File: config.mk
export PLATFORM = sky130hd
export DESIGN_NAME = dmem_write_buffer
export DESIGN_NICKNAME = d
export VERILOG_FILES = /design/src/rtl/dmem_wbuf_pkg.sv /design/src/rtl/wbuf_fifo.sv /design/src/rtl/dmem_write_buffer.sv
export SDC_FILE = /design/constraint.sdc
export NUM_CORES = 1
export LEC_CHECK = 0
export BUFFER_PORTS_ARGS = -buffer_cell sky130_fd_sc_hd__buf_2
export CORE_MARGIN = 10
export CORE_UTILIZATION = 40
export CTS_CLUSTER_SIZE = 28
export DETAILED_ROUTE_END_ITERATION = 16
export PLACE_DENSITY_LB_ADDON = 0.1
export SLEW_MARGIN = 40
export SYNTH_ARGS = -nofsm -noshare
export SYNTH_HDL_FRONTEND = slang
export SYNTH_SLANG_ARGS = --single-unit
File: constraint.sdc
create_clock -name clk_i -period 8.8 [get_ports clk_i]
set_input_delay 0.88 -clock clk_i [delete_from_list [all_inputs] [get_ports clk_i]]
set_output_delay 0.88 -clock clk_i [all_outputs]
set_load 0.02 [all_outputs]
File: src/rtl/dmem_wbuf_pkg.sv
// Shared types and defaults for the data-memory posted-write buffer.
package dmem_wbuf_pkg;

  localparam int DEF_DEPTH = 4;
  localparam int DEF_AW    = 30;
  localparam int DEF_DW    = 32;

  // Word addresses the result-checking bench snoops on the memory bus
  localparam logic [29:0] TESTPORT  = 30'h40;
  localparam logic [29:0] PRINTPORT = 30'h1F5;

  typedef enum logic [1:0] {
    ST_IDLE  = 2'd0,
    ST_WRITE = 2'd1,
    ST_READ  = 2'd2,
    ST_RDONE = 2'd3
  } wbuf_state_e;

endpackage

File: src/rtl/wbuf_fifo.sv
// Circular store buffer with head/tail/count and a youngest-match address search
// used for load forwarding.
module wbuf_fifo #(
  parameter int DEPTH = 4,
  parameter int AW    = 30,
  parameter int DW    = 32
) (
  input  logic                     clk_i,
  input  logic                     rst_ni,
  input  logic                     push_i,
  input  logic [AW-1:0]            push_addr_i,
  input  logic [DW-1:0]            push_data_i,
  input  logic                     pop_i,
  output logic [$clog2(DEPTH):0]   count_o,
  output logic [AW-1:0]            head_addr_o,
  output logic [DW-1:0]            head_data_o,
  output logic [AW-1:0]            next_addr_o,
  output logic [DW-1:0]            next_data_o,
  input  logic [AW-1:0]            lookup_addr_i,
  output logic                     hit_o,
  output logic [DW-1:0]            hit_data_o
);

  localparam int PW = $clog2(DEPTH);
  localparam int CW = PW + 1;

  logic [AW-1:0] addr_q [DEPTH];
  logic [DW-1:0] data_q [DEPTH];
  logic [PW-1:0] head_q, tail_q, head_nx, slot;
  logic [CW-1:0] count_q;

  always_ff @(posedge clk_i) begin
    if (push_i) begin
      addr_q[tail_q] <= push_addr_i;
      data_q[tail_q] <= push_data_i;
    end
  end

  always_ff @(posedge clk_i or negedge rst_ni) begin
    if (!rst_ni) begin
      head_q  <= '0;
      tail_q  <= '0;
      count_q <= '0;
    end else begin
      if (push_i) tail_q <= tail_q + PW'(1);
      if (pop_i)  head_q <= head_q + PW'(1);
      if (push_i && !pop_i)      count_q <= count_q + CW'(1);
      else if (!push_i && pop_i) count_q <= count_q - CW'(1);
    end
  end

  assign head_nx     = head_q + PW'(1);
  assign count_o     = count_q;
  assign head_addr_o = addr_q[head_q];
  assign head_data_o = data_q[head_q];
  assign next_addr_o = addr_q[head_nx];
  assign next_data_o = data_q[head_nx];

  // Walk from oldest to youngest so the last valid match wins.
  always_comb begin
    hit_o      = 1'b0;
    hit_data_o = '0;
    slot       = '0;
    for (int i = 0; i < DEPTH; i++) begin
      slot = head_q + PW'(i);
      if ((CW'(i) < count_q) && (addr_q[slot] == lookup_addr_i)) begin
        hit_o      = 1'b1;
        hit_data_o = data_q[slot];
      end
    end
  end

endmodule

File: src/rtl/dmem_write_buffer.sv
// Posted-write buffer between the CPU data port and data memory: stores retire at once,
// loads forward from the buffer or wait for it to drain before reading memory.
//
// state | meaning
// IDLE  | bus quiet; waiting for a buffered store or a load miss
// WRITE | head entry on the bus, mem_write held until mem_ready
// READ  | load miss on the bus, mem_read held until mem_ready
// RDONE | captured read data returned to the CPU
module dmem_write_buffer
  import dmem_wbuf_pkg::*;
#(
  parameter int DEPTH = DEF_DEPTH,
  parameter int AW    = DEF_AW,
  parameter int DW    = DEF_DW
) (
  input  logic          clk_i,
  input  logic          rst_ni,
  input  logic          cpu_wen_i,
  input  logic          cpu_ren_i,
  input  logic [AW-1:0] cpu_addr_i,
  input  logic [DW-1:0] cpu_wdata_i,
  output logic [DW-1:0] cpu_rdata_o,
  output logic          cpu_stall_o,
  output logic          mem_write_o,
  output logic          mem_read_o,
  output logic [AW-1:0] mem_addr_o,
  output logic [DW-1:0] mem_wdata_o,
  input  logic [DW-1:0] mem_rdata_i,
  input  logic          mem_ready_i
);

  localparam int CW = $clog2(DEPTH) + 1;

  wbuf_state_e   state_q, state_d;
  logic          push, pop, hit;
  logic [CW-1:0] count, count_push;
  logic [AW-1:0] head_addr, next_addr;
  logic [DW-1:0] head_data, next_data, hit_data;
  logic          mem_write_q, mem_write_d, mem_read_q, mem_read_d;
  logic [AW-1:0] mem_addr_q, mem_addr_d;
  logic [DW-1:0] mem_wdata_q, mem_wdata_d, rdata_q, rdata_d;

  // Full is judged on the registered count, so a same-cycle pop never frees the slot.
  assign push       = cpu_wen_i && (count < CW'(DEPTH));
  assign count_push = count + CW'(push);

  wbuf_fifo #(
    .DEPTH (DEPTH),
    .AW    (AW),
    .DW    (DW)
  ) u_fifo (
    .clk_i         (clk_i),
    .rst_ni        (rst_ni),
    .push_i        (push),
    .push_addr_i   (cpu_addr_i),
    .push_data_i   (cpu_wdata_i),
    .pop_i         (pop),
    .count_o       (count),
    .head_addr_o   (head_addr),
    .head_data_o   (head_data),
    .next_addr_o   (next_addr),
    .next_data_o   (next_data),
    .lookup_addr_i (cpu_addr_i),
    .hit_o         (hit),
    .hit_data_o    (hit_data)
  );

  always_comb begin
    state_d     = state_q;
    pop         = 1'b0;
    mem_write_d = mem_write_q;
    mem_read_d  = mem_read_q;
    mem_addr_d  = mem_addr_q;
    mem_wdata_d = mem_wdata_q;
    rdata_d     = rdata_q;
    case (state_q)
      ST_IDLE: begin
        if (count_push != '0) begin
          // An empty buffer takes the incoming store straight onto the bus.
          state_d     = ST_WRITE;
          mem_write_d = 1'b1;
          mem_addr_d  = (count != '0) ? head_addr : cpu_addr_i;
          mem_wdata_d = (count != '0) ? head_data : cpu_wdata_i;
        end else if (cpu_ren_i && !hit) begin
          state_d    = ST_READ;
          mem_read_d = 1'b1;
          mem_addr_d = cpu_addr_i;
        end
      end
      ST_WRITE: begin
        if (mem_ready_i) begin
          pop = 1'b1;
          if (count_push > CW'(1)) begin
            mem_addr_d  = (count >= CW'(2)) ? next_addr : cpu_addr_i;
            mem_wdata_d = (count >= CW'(2)) ? next_data : cpu_wdata_i;
          end else begin
            mem_write_d = 1'b0;
            state_d     = ST_IDLE;
          end
        end
      end
      ST_READ: begin
        if (mem_ready_i) begin
          rdata_d    = mem_rdata_i;
          mem_read_d = 1'b0;
          state_d    = ST_RDONE;
        end
      end
      ST_RDONE: state_d = ST_IDLE;
      default:  state_d = ST_IDLE;
    endcase
  end

  always_comb begin
    cpu_stall_o = 1'b0;
    cpu_rdata_o = '0;
    if (cpu_wen_i && (count == CW'(DEPTH))) begin
      cpu_stall_o = 1'b1;
    end else if (cpu_ren_i) begin
      if (state_q == ST_RDONE)  cpu_rdata_o = rdata_q;
      else if (hit)             cpu_rdata_o = hit_data;
      else                      cpu_stall_o = 1'b1;
    end
  end

  always_ff @(posedge clk_i or negedge rst_ni) begin
    if (!rst_ni) begin
      state_q     <= ST_IDLE;
      mem_write_q <= 1'b0;
      mem_read_q  <= 1'b0;
      mem_addr_q  <= '0;
      mem_wdata_q <= '0;
      rdata_q     <= '0;
    end else begin
      state_q     <= state_d;
      mem_write_q <= mem_write_d;
      mem_read_q  <= mem_read_d;
      mem_addr_q  <= mem_addr_d;
      mem_wdata_q <= mem_wdata_d;
      rdata_q     <= rdata_d;
    end
  end

  assign mem_write_o = mem_write_q;
  assign mem_read_o  = mem_read_q;
  assign mem_addr_o  = mem_addr_q;
  assign mem_wdata_o = mem_wdata_q;

endmodule
==> run_results.csv, run 1 <==
group,metric,value,unit
run_status,status,"completed",
logic_synthesis,synthesis.instances,1952,
cts,cts_hold_buffers,0,
setup_path,required,7.92,ns
pwr,peakVddDrop,0.238,mV
logic_synthesis,synthesis.area,0.0218,mm^2
cts,buffer_cell_driving_the_clock_tree_root,"sky130_fd_sc_hd__clkbuf_16",
drt,detail_route.drc_violations,0,
cts,clk_transition_reported_paths,0.06,ns
sta,fin_crit_sh,82.3,%
drt,route.final.wire_length,72700,um
finish,areaGrowthSynthToFinish,13.1,%
placed_design,dpl_cell_area,0.0233,mm^2
logic_synthesis,syn_nets,2063,
finish,layout.area.seq,0.0101,mm^2
cts,cts-root-to-sink-buffers,3,
pwr,power_per_cell_area,363,mW/mm^2
finish,final_cell_area,0.0246,mm^2
hold_path,min-delay-path-class,"input pin to async pin",
die,fp_rows,85,
finish,multiInputGateArea,0.0109,mm^2
global_routing,track_usage,22.1,%
run,max_cap_viol_count,0,
global_routing,grt_first_pass_wirelength,109000,um
die,floorplan.initialDensity,40.4,%
die,dieHeight,253,um
die,x_dimension_of_the_die,253,um
finish,num-fill-cells,4960,
finish,layout.cells.most_common,"sky130_fd_sc_hd__edfxtp_1",
placed_design,dp.final_hpwl,48800,um
drt,first_iter_violations,1501,
cts,cts_num_sinks,353,
setup_path,worstSetupStartpointType,"register",
finish,drive_above_1_share,23.9,%
logic_synthesis,ys.warnings.count,0,
logic_synthesis,synth_ff_type,"sky130_fd_sc_hd__edfxtp_1",
logic_synthesis,synthesis.area_per_instance,11.2,um^2
setup_path,cp.arrival,6.36,ns
placed_design,finalWeightedCongestion,0.919,
drt,wl_per_cell,26.1,um
sta,period_needed,7.24,ns
pwr,overall_power_consumption,0.00895,W
die,io_pins,196,
finish,nNetsFinal,2159,
sta,fin_worst_skew,0.0213,ns
die,core_area,0.0539,mm^2
setup_path,timing.critical_path.slowest_cell_delay,0.96,ns
sta,finalMaxSlewViolations,0,
cts,numCtsBuffers,42,
sta,max_slew_margin_vs_limit,39.7,%
placed_design,portBuffers,195,
sta,fin_setup_tns,0,ns
logic_synthesis,async_flop_share,29.7,%
cts,post-cts-setup-buffer-count,0,
logic_synthesis,netlist-cell-type-count,69,
global_routing,via_count_of_the_first_global_routing_pass,17065,
sta,maxClockFrequency,0.138,GHz
sta,finalWorstSetupSlack,1.56,ns
setup_path,cell_repeated_most_along_the_worst_path,"sky130_fd_sc_hd__buf_4",
finish,utilization,45.7,%
setup_path,crit_slowest_cell,"sky130_fd_sc_hd__dfrtp_4",
drt,drt_pre_antenna_iters,6,
logic_synthesis,yosysSeqAreaShare,46.2,%
logic_synthesis,synth_edf_count,248,
cts,post_cts.resized_instances,0,
global_routing,grt_start_max_net_pins,66,
drt,dr_total_vias,16987,
setup_path,worstPathMaxFanout,63,
drt,routed_via_density,6.11,
global_routing,grt_overflow,0,
setup_path,critical_path.cell_chain,"buf_4, mux4_2, xor2_1, a211oi_1, nand4_1, nor4b_4, buf_4, and2_1, buf_4, o31a_1, buf_4, o31ai_1, o21ai_1, buf_2",
cts,worst_skew_pair.late_latency,0.59,ns
setup_path,worst_r2r_path_depth,13,
placed_design,place_ws,2.25,ns
global_routing,grt_antenna_before_repair,6,
setup_path,timing_worst_setup_path_type,"register to primary output",
pwr,p_leak,9.50,nW
sta,timing_worst_slew_pin_value,0.899,ns
sta,setup-violations-final,0,
finish,layout_common_cells,"sky130_fd_sc_hd__edfxtp_1, sky130_fd_sc_hd__mux2i_1, sky130_fd_sc_hd__buf_2, sky130_fd_sc_hd__nand2_1, sky130_fd_sc_hd__o21ai_0",
sta,rsz_0062_raised_after_global_routing,"no",
cts,htree_levels,2,
logic_synthesis,ys_ff_latch,353,
drt,ant_nets,0,
cts,cts_tree,"yes",
setup_path,critical_path.endpoint_type,"primary output",
sta,finalHoldViolCount,0,
die,die_footprint,0.0642,mm^2
[stage by stage]
| step | cells | hold slack (ns) |
|---|---|---|
| floorplan | 1952 | 0.479 |
| global placement | 2695 | 0.457 |
| detailed placement | 2700 | 0.461 |
| CTS | 2777 | 0.389 |
| global route | 2778 | 0.295 |
| finish | 2779 | 0.275 |
[path summary, 6_finish.rpt]
kind,start,endpoint,slack (ns)
worst min-delay path,rst_ni,mem_wdata_o[21]$_DFFE_PN0P_,0.28
worst max-delay path,u_fifo.head_q[0]$_DFFE_PN0P_,cpu_rdata_o[22],1.56
max in group asynchronous,rst_ni,u_fifo.head_q[0]$_DFFE_PN0P_,7.54
worst max register to register,u_fifo.head_q[0]$_DFFE_PN0P_,mem_addr_o[3]$_DFFE_PN0P_,2.77
min in group clk_i,mem_addr_o[0]$_DFFE_PN0P_,mem_addr_o[0]$_DFFE_PN0P_,0.47
worst min register to register,mem_addr_o[0]$_DFFE_PN0P_,mem_addr_o[0]$_DFFE_PN0P_,0.47
[logic make-up after synthesis]
family	Yosys count	synth area share [%]
and+or+nand+nor	363	7.41
adders and majority gates	12	0.689
buffers and inverters	203	4.55
muxes	364	20.1
DFF	353	46.2
AOI/OAI and AO/OA	547	16.7
xor gates and xnor gates	110	4.42
[cells in the mapped netlist, types with 14 or more instances]
library cell | count | area share, %
sky130_fd_sc_hd__nand2_1 | 188 | 3.2
sky130_fd_sc_hd__o31ai_1 | 27 | 0.93
sky130_fd_sc_hd__xor2_1 | 19 | 0.76
sky130_fd_sc_hd__a22oi_1 | 36 | 1.2
sky130_fd_sc_hd__o22ai_1 | 36 | 1.0
sky130_fd_sc_hd__a21oi_1 | 43 | 0.99
sky130_fd_sc_hd__mux2i_1 | 218 | 10
sky130_fd_sc_hd__buf_2 | 33 | 0.76
sky130_fd_sc_hd__a21o_1 | 20 | 0.69
sky130_fd_sc_hd__dfrtp_1 | 105 | 12
sky130_fd_sc_hd__nand4_1 | 14 | 0.40
sky130_fd_sc_hd__o221ai_1 | 42 | 1.7
sky130_fd_sc_hd__mux4_2 | 48 | 5.0
sky130_fd_sc_hd__a31oi_1 | 46 | 1.3
sky130_fd_sc_hd__o21ai_1 | 24 | 0.55
sky130_fd_sc_hd__a31o_2 | 27 | 1.1
sky130_fd_sc_hd__inv_1 | 14 | 0.24
sky130_fd_sc_hd__buf_4 | 14 | 0.48
sky130_fd_sc_hd__nor2_1 | 63 | 1.1
sky130_fd_sc_hd__edfxtp_1 | 248 | 34
sky130_fd_sc_hd__buf_1 | 21 | 0.36
sky130_fd_sc_hd__o21ai_0 | 168 | 3.9
sky130_fd_sc_hd__buf_6 | 18 | 0.93
sky130_fd_sc_hd__nand3_1 | 45 | 1.0
sky130_fd_sc_hd__xnor2_1 | 91 | 3.7
sky130_fd_sc_hd__a32o_1 | 18 | 0.83
sky130_fd_sc_hd__mux2_2 | 95 | 4.9
sky130_fd_sc_hd__clkbuf_1 | 101 | 1.7
[report_power, final]
group | switching, W | internal (W)
Clock | 0.000719 | 0.000993
Sequential | 0.000323 | 0.00221
Combinational | 0.00289 | 0.00182
Total | 0.00393 | 0.00502
[flip-flops by register name, indices dropped and copies added, names as in the netlist]
| name | flops |
|---|---|
| u_fifo.data_q | 128 |
| u_fifo.addr_q | 120 |
| mem_wdata_o | 32 |
| rdata_q | 32 |
| mem_addr_o | 30 |
| u_fifo.count_o | 3 |
| state_q | 2 |
| u_fifo.head_q | 2 |
| u_fifo.tail_q | 2 |
| mem_read_o | 1 |
| mem_write_o | 1 |
[layout make-up]
cell class	count	area share (%)
multi-input cells	1396	44.1
flip-flops and latches	353	40.9
repair buffers	239	5.69
clock buffers	68	5.15
well taps	696	3.53
clock inverters	9	0.391
inverters	16	0.254
diodes	2	0.0203
[layer usage]
layer | wire length (um) | vias up | global-route usage (%)
li1 | - | 7684 | -
met1 | 30800 | 8568 | 28.2
met2 | 35400 | 606 | 37.2
met3 | 4010 | 123 | 3.51
met4 | 2340 | 6 | 8.04
met5 | 50 | - | 0
[critical path, delay by kind of cell, from the launching register on]
family / cells / cell delay (ns)
AOI/OAI and AO/OA: 4 / 0.84
xor gates and xnor gates: 1 / 0.16
buffers and inverters: 5 / 1.92
DFF: 1 / 0.96
muxes: 1 / 0.57
and+or+nand+nor: 3 / 1.16
Power figures use the tool's default switching activity.
==> inputs of run 2 (changes only) <==
==> constraint.sdc (replaced) <==
create_clock -name clk_i -period 5.9 [get_ports clk_i]
set_input_delay 0.59 -clock clk_i [delete_from_list [all_inputs] [get_ports clk_i]]
set_output_delay 0.59 -clock clk_i [all_outputs]
set_load 0.02 [all_outputs]
==> run 2 against run 1 <==
  * The run now ends with hold timing left
  * Critical endpoint is now cpu_rdata_o[15]
  * Clock power rose by 56%
  * Design area grew 0.59%
  * Clock-buffer cell count is 11 lower
  * Largest power group unchanged
  * Combinational power increased by 53%
  * Via count increased by 1.6%
  * Wire length grew 1.4%
  * Total power up 52%
  * Sequential power rose by 46%
  * Die area did not move
==> run_results.csv, run 2 (synthesis gave the netlist of run 1 again) <==
group,metric,value,unit
setup_path,cp.arrival,5.11,ns
global_routing,grt_first_pass_wirelength,110000,um
finish,reg_top3,"u_fifo.data_q x128, u_fifo.addr_q x120",
setup_path,r2r_end,"mem_addr_o[19]$_DFFE_PN0P_",
cts,cts_tree,"yes",
placed_design,dpl_cell_area,0.0233,mm^2
run_status,status,"finished, violations left",
finish,multiInputGateArea,0.0109,mm^2
die,dieHeight,253,um
run_status,failed_checks,"hold timing",
sta,period_needed,5.70,ns
sta,fin_setup_tns,0,ns
hold_path,min-delay-path-class,"input pin to async pin",
pwr,power_per_cell_area,548,mW/mm^2
drt,first_iter_violations,1736,
global_routing,via_count_of_the_first_global_routing_pass,17126,
drt,wl_per_cell,26.4,um
pwr,power.share.switching,43.8,%
global_routing,grt_overflow,0,
finish,largest_register_ff_count,128,
setup_path,critical_path.reg2reg.startpoint,"u_fifo.head_q[1]$_DFFE_PN0P_",
drt,ant_nets,0,
placed_design,dp.final_hpwl,48400,um
setup_path,worst_r2r_path_depth,13,
drt,route.final.wire_length,73600,um
cts,numCtsBuffers,43,
finish,nNetsFinal,2173,
drt,routed_via_density,6.18,
setup_path,worstSetupStartpointType,"register",
sta,finalMaxSlewViolations,0,
setup_path,required,5.31,ns
sta,finalHoldViolCount,4,
setup_path,crit_cells,13,
pwr,switching_power,0.00594,W
finish,areaGrowthSynthToFinish,13.7,%
setup_path,cell_repeated_most_along_the_worst_path,"sky130_fd_sc_hd__buf_4",
global_routing,grt_start_max_net_pins,69,
run,max_cap_viol_count,0,
die,fp_rows,85,
die,io_pins,196,
global_routing,grt_antenna_before_repair,3,
pwr,p_leak,9.58,nW
sta,timing_worst_slew_pin_value,0.771,ns
sta,fin_worst_skew,0.0202,ns
drt,detail_route.drc_violations,0,
die,die_footprint,0.0642,mm^2
setup_path,crit_slowest_cell,"sky130_fd_sc_hd__dfrtp_4",
placed_design,portBuffers,195,
cts,cts_hold_buffers,0,
finish,top_register,"u_fifo.data_q",
cts,clk_transition_reported_paths,0.06,ns
setup_path,worstPathMaxFanout,55,
die,core_area,0.0539,mm^2
finish,layout.area.seq,0.0101,mm^2
finish,drive_above_1_share,25.0,%
setup_path,critical_path.cell_chain,"buf_4, buf_4, mux4_2, o2bb2ai_1, nor4_1, nand4_1, nor4b_4, nand2_2, buf_4, mux2i_1, o21ai_0, a32o_1, buf_2",
cts,cts-root-to-sink-buffers,3,
finish,num-fill-cells,4944,
setup_path,crit_family,"buffers and inverters",
die,floorplan.initialDensity,40.4,%
finish,final_cell_area,0.0248,mm^2
die,x_dimension_of_the_die,253,um
sta,timing.hold.ws,-0.0150,ns
global_routing,track_usage,22.3,%
sta,fin_crit_sh,96.6,%
cts,htree_levels,2,
setup_path,worst-path-buf-inv,4,
sta,max_slew_margin_vs_limit,48.6,%
sta,rsz_0062_raised_after_global_routing,"no",
setup_path,critical_path.endpoint_type,"primary output",
cts,cts_num_sinks,353,
sta,maxClockFrequency,0.175,GHz
pwr,portion_of_total_power_attributed_to_combinational_logic,53.1,%
pwr,peakVddDrop,0.290,mV
setup_path,timing_worst_setup_path_type,"register to primary output",
setup_path,setup.reg_to_reg.worst_slack,1.30,ns
cts,worst_skew_pair.late_latency,0.59,ns
pwr,seq_power_share,27.3,%
placed_design,finalWeightedCongestion,0.966,
pwr,share_clk_of_total_power,19.6,%
setup_path,timing.critical_path.slowest_cell_delay,0.69,ns
finish,number_of_diodes,0,
drt,dr_total_vias,17252,
cts,buffer_cell_driving_the_clock_tree_root,"sky130_fd_sc_hd__clkbuf_16",
finish,layout.cells.most_common,"sky130_fd_sc_hd__edfxtp_1",
finish,layout_common_cells,"sky130_fd_sc_hd__edfxtp_1, sky130_fd_sc_hd__mux2i_1, sky130_fd_sc_hd__buf_2, sky130_fd_sc_hd__nand2_1, sky130_fd_sc_hd__o21ai_0",
pwr,internal-power,0.00764,W
drt,drt_pre_antenna_iters,6,
sta,setup-violations-final,0,
==> run 2: changes by cell type in the layout (fill, tap and decap cells not counted), sizes merged <==
cell      before  now
diode          2    0
clkinvlp       0    4
buf          239  252
bufinv         0    3
inv           15   17
clkbuf        68   57
clkinv        10   14
==> run 2: metal layers <==
metal | up-vias | GRT usage, % | share of wire (%)
met5 | - | 0 | 0.046
met1 | 8752 | 28.2 | 41
li1 | 7743 | - | -
met4 | 4 | 8.19 | 3.1
met3 | 129 | 3.73 | 6.2
met2 | 624 | 37.9 | 49
==> run 2: worst max path at each step <==
stage | from | end | slack [ns]
after floorplan | cpu_addr_i[13] | cpu_rdata_o[24] | 1.96
after global placement | u_fifo.head_q[0]$_DFFE_PN0P_ | cpu_rdata_o[4] | 0.78
after detailed placement | u_fifo.head_q[0]$_DFFE_PN0P_ | cpu_rdata_o[28] | 0.82
after CTS | u_fifo.head_q[1]$_DFFE_PN0P_ | cpu_rdata_o[6] | 0.15
after global routing | u_fifo.head_q[0]$_DFFE_PN0P_ | cpu_rdata_o[15] | 0.02
final | u_fifo.head_q[0]$_DFFE_PN0P_ | cpu_rdata_o[15] | 0.20
==> run 2: what timing repair did <==
action,4_1_cts,5_1_grt
gates resized for setup,0,1
endpoints found under the hold margin,0,0
endpoints found under the setup margin,0,16
buffers inserted,0,2
==> run 2: final cells by class <==
cell class	instances	share of cell area [%]
Sequential cell	353	40.7
Clock inverter	22	0.858
Clock buffer	57	4.79
Inverter	16	0.252
Multi-Input combinational cell	1396	43.8
Timing Repair Buffer	252	6.16
Tap cell	696	3.51
==> run 2: stage by stage <==
stage / worst slack [ns] / cells / utilization, % / hold slack [ns] / total power (W)
after global placement: 0.780 / 2710 / 43.2 / 0.459 / 0.0108
after detailed placement: 0.816 / 2711 / 43.3 / 0.461 / 0.0109
after floorplan: 1.96 / 1952 / - / 0.294 / 0.00874
after global routing: 0.0173 / 2792 / 46.0 / 0.0395 / 0.0144
after CTS: 0.147 / 2790 / 45.9 / 0.000826 / 0.0136
final: 0.201 / 2792 / 46.0 / -0.0150 / 0.0136
==> run 2: power groups by stage <==
stage                     logic (W)  registers [W]  clock network [W]
after global placement      0.00706        0.00375                  0
after floorplan             0.00488        0.00386                  0
after global routing        0.00778        0.00378            0.00283
final                       0.00721        0.00370            0.00266
after CTS                   0.00715        0.00373            0.00272
after detailed placement    0.00712        0.00377                  0
==> inputs of run 3 (changes only) <==
--- a/config.mk
+++ b/config.mk
@@ -10,6 +10,7 @@
 export CORE_UTILIZATION = 40
 export CTS_CLUSTER_SIZE = 28
 export DETAILED_ROUTE_END_ITERATION = 16
+export GPL_TIMING_DRIVEN = 0
 export PLACE_DENSITY_LB_ADDON = 0.1
 export SLEW_MARGIN = 40
 export SYNTH_ARGS = -nofsm -noshare
==> run 3 against run 2 <==
  * The run ends with setup timing left
  * Combinational power up 20%
  * Design area up 3.8%
  * Maximum frequency down 3.8%
  * Global-route usage up 7.6 points
  * Core utilization up 1.7 points
  * Sequential power down 2%
  * Register-to-register slack worse by 0.13 ns
==> run_results.csv, run 3 (synthesis gave the netlist of run 1 again) <==
group,metric,value,unit
finish,layout.cells.non_filler,2941,
run_status,status,"finished, violations left",
finish,drive_above_1_share,25.9,%
cts,buffer_cell_driving_the_clock_tree_root,"sky130_fd_sc_hd__clkbuf_16",
sta,period_needed,5.93,ns
pwr,p_leak,9.99,nW
sta,fin_crit_sh,100,%
placed_design,numPlacedInstances,2852,
die,core_area,0.0539,mm^2
global_routing,grt_start_max_net_pins,67,
global_routing,grt_antenna_before_repair,7,
placed_design,dp.final_hpwl,70300,um
drt,wl_per_cell,33.5,um
run,max_cap_viol_count,0,
drt,drt_pre_antenna_iters,7,
finish,reg_top3,"u_fifo.data_q x128, u_fifo.addr_q x120",
global_routing,grt_first_pass_wirelength,139000,um
drt,route.final.wire_length,98600,um
cts,htree_levels,2,
pwr,power_per_cell_area,584,mW/mm^2
drt,detail_route.drc_violations,0,
sta,timing_worst_slew_pin_value,0.921,ns
global_routing,grt_overflow,0,
finish,largest_register_ff_count,128,
placed_design,place_ws,-0.881,ns
die,floorplan.initialDensity,40.4,%
setup_path,crit_slowest_cell,"sky130_fd_sc_hd__xnor2_1",
finish,top_register,"u_fifo.data_q",
hold_path,min-delay-path-class,"input pin to register",
setup_path,cp.arrival,5.34,ns
cts,cts_tree,"yes",
finish,areaGrowthSynthToFinish,18.0,%
sta,finalHoldViolCount,0,
pwr,overall_power_consumption,0.0150,W
setup_path,critical_path.endpoint_type,"primary output",
cts,cts-root-to-sink-buffers,3,
placed_design,portBuffers,195,
drt,first_iter_violations,2246,
sta,fin_worst_skew,0.0412,ns
global_routing,track_usage,30.0,%
setup_path,worstSetupStartpointType,"register",
setup_path,required,5.31,ns
setup_path,timing_worst_setup_path_type,"register to primary output",
finish,layout.cells.most_common,"sky130_fd_sc_hd__edfxtp_1",
sta,max_slew_margin_vs_limit,38.6,%
global_routing,via_count_of_the_first_global_routing_pass,18960,
sta,rsz_0062_raised_after_global_routing,"yes",
die,io_pins,196,
setup_path,critical_path.cell_chain,"buf_6, buf_6, buf_6, buf_6, mux4_2, xnor2_1, nand4_1, a211oi_4, buf_4, buf_4, clkbuf_1, a31o_2, a31oi_1, a31o_2, a32o_1, buf_2",
drt,routed_via_density,6.45,
sta,setup-violations-final,2,
drt,ant_nets,0,
sta,maxClockFrequency,0.169,GHz
finish,utilization,47.7,%
cts,cts_num_sinks,353,
cts,numCtsBuffers,42,
run_status,failed_checks,"setup timing",
sta,finalWorstSetupSlack,-0.0252,ns
finish,nNetsFinal,2318,
die,die_footprint,0.0642,mm^2
setup_path,worstPathMaxFanout,10,
cts,worst_skew_pair.late_latency,0.61,ns
placed_design,finalWeightedCongestion,0.971,
drt,dr_total_vias,18977,
finish,layout_common_cells,"sky130_fd_sc_hd__edfxtp_1, sky130_fd_sc_hd__buf_2, sky130_fd_sc_hd__mux2i_1, sky130_fd_sc_hd__nand2_1, sky130_fd_sc_hd__o21ai_0",
setup_path,timing.critical_path.slowest_cell_delay,0.51,ns
pwr,peakVddDrop,0.263,mV
die,dieHeight,253,um
sta,finalMaxSlewViolations,0,
sta,timing.hold.ws,0.207,ns
cts,clk_transition_reported_paths,0.07,ns
setup_path,cell_repeated_most_along_the_worst_path,"sky130_fd_sc_hd__buf_6",
die,x_dimension_of_the_die,253,um
die,fp_rows,85,
-- run 3: path summary, 6_finish.rpt --
path	startpoint	end	slack, ns	depth (start not counted)
worst max-delay path	u_fifo.head_q[1]$_DFFE_PN0P_	cpu_rdata_o[1]	-0.03	16
max in group asynchronous	rst_ni	mem_addr_o[1]$_DFFE_PN0P_	4.68	3
min in group asynchronous	rst_ni	rdata_q[14]$_DFFE_PN0P_	0.47	2
worst max register to register	u_fifo.count_o[2]$_DFFE_PN0P_	mem_addr_o[28]$_DFFE_PN0P_	1.17	13
worst min register to register	mem_addr_o[21]$_DFFE_PN0P_	mem_addr_o[21]$_DFFE_PN0P_	0.47	1
worst min-delay path	cpu_addr_i[18]	u_fifo.addr_q[1][18]$_DFFE_PP_	0.21	1
-- run 3: layer usage --
| metal | vias up | track usage [%] | wire length (um) |
|---|---|---|---|
| met3 | 251 | 5.43 | 7930 |
| met4 | 4 | 16.0 | 5770 |
| met2 | 1143 | 49.8 | 47000 |
| met5 | - | 0 | 24 |
| li1 | 8036 | - | - |
| met1 | 9543 | 36.5 | 37800 |
-- run 3: what timing repair did --
item                                    in CTS  in global routing
endpoints found under the setup margin      33                 31
pin swaps                                    3                  2
hold endpoints to repair                    39                  0
gates resized for setup                     37                 23
buffers inserted                             4                  2
gates cloned                                 0                  0
hold buffers                                 1                  0
-- run 3: area by class of cell --
cell class              instances  area [um^2]
diodes                          5         12.5
plain buffers                 187         1010
clock buffers                  64         1290
clock inverters                13          193
fillers                      4981        28200
inverters                      16         60.1
multi-input cells            1396        11000
flip-flops and latches        353        10100
well taps                     696          871
repair buffers                211         1240
-- run 3: where the power goes --
part | total, W | leakage [nW] | internal (W) | switching [W]
clock | 0.00276 | 0.715 | 0.00165 | 0.00111
sequential | 0.00363 | 3.54 | 0.00329 | 0.000345
combinational | 0.00865 | 5.73 | 0.00297 | 0.00568
-- run 3: worst max-delay path: cells and delay by family, from the launching register on --
family	cells	cell delay, ns
AOI/OAI and AO/OA	5	1.09
and+or+nand+nor	1	0.40
buffers and inverters	8	1.99
DFF	1	0.39
xor gates and xnor gates	1	0.51
muxes	1	0.34
-- run 3: per-stage QoR --
| stage | TNS, ns | area (um^2) |
|---|---|---|
| finish | -0.0500 | 25700 |
| global placement | -24.63 | 23600 |
| CTS | -0.00479 | 25600 |
| floorplan | 0 | 21800 |
| detailed placement | -14.38 | 23900 |
| global route | -0.0387 | 25700 |
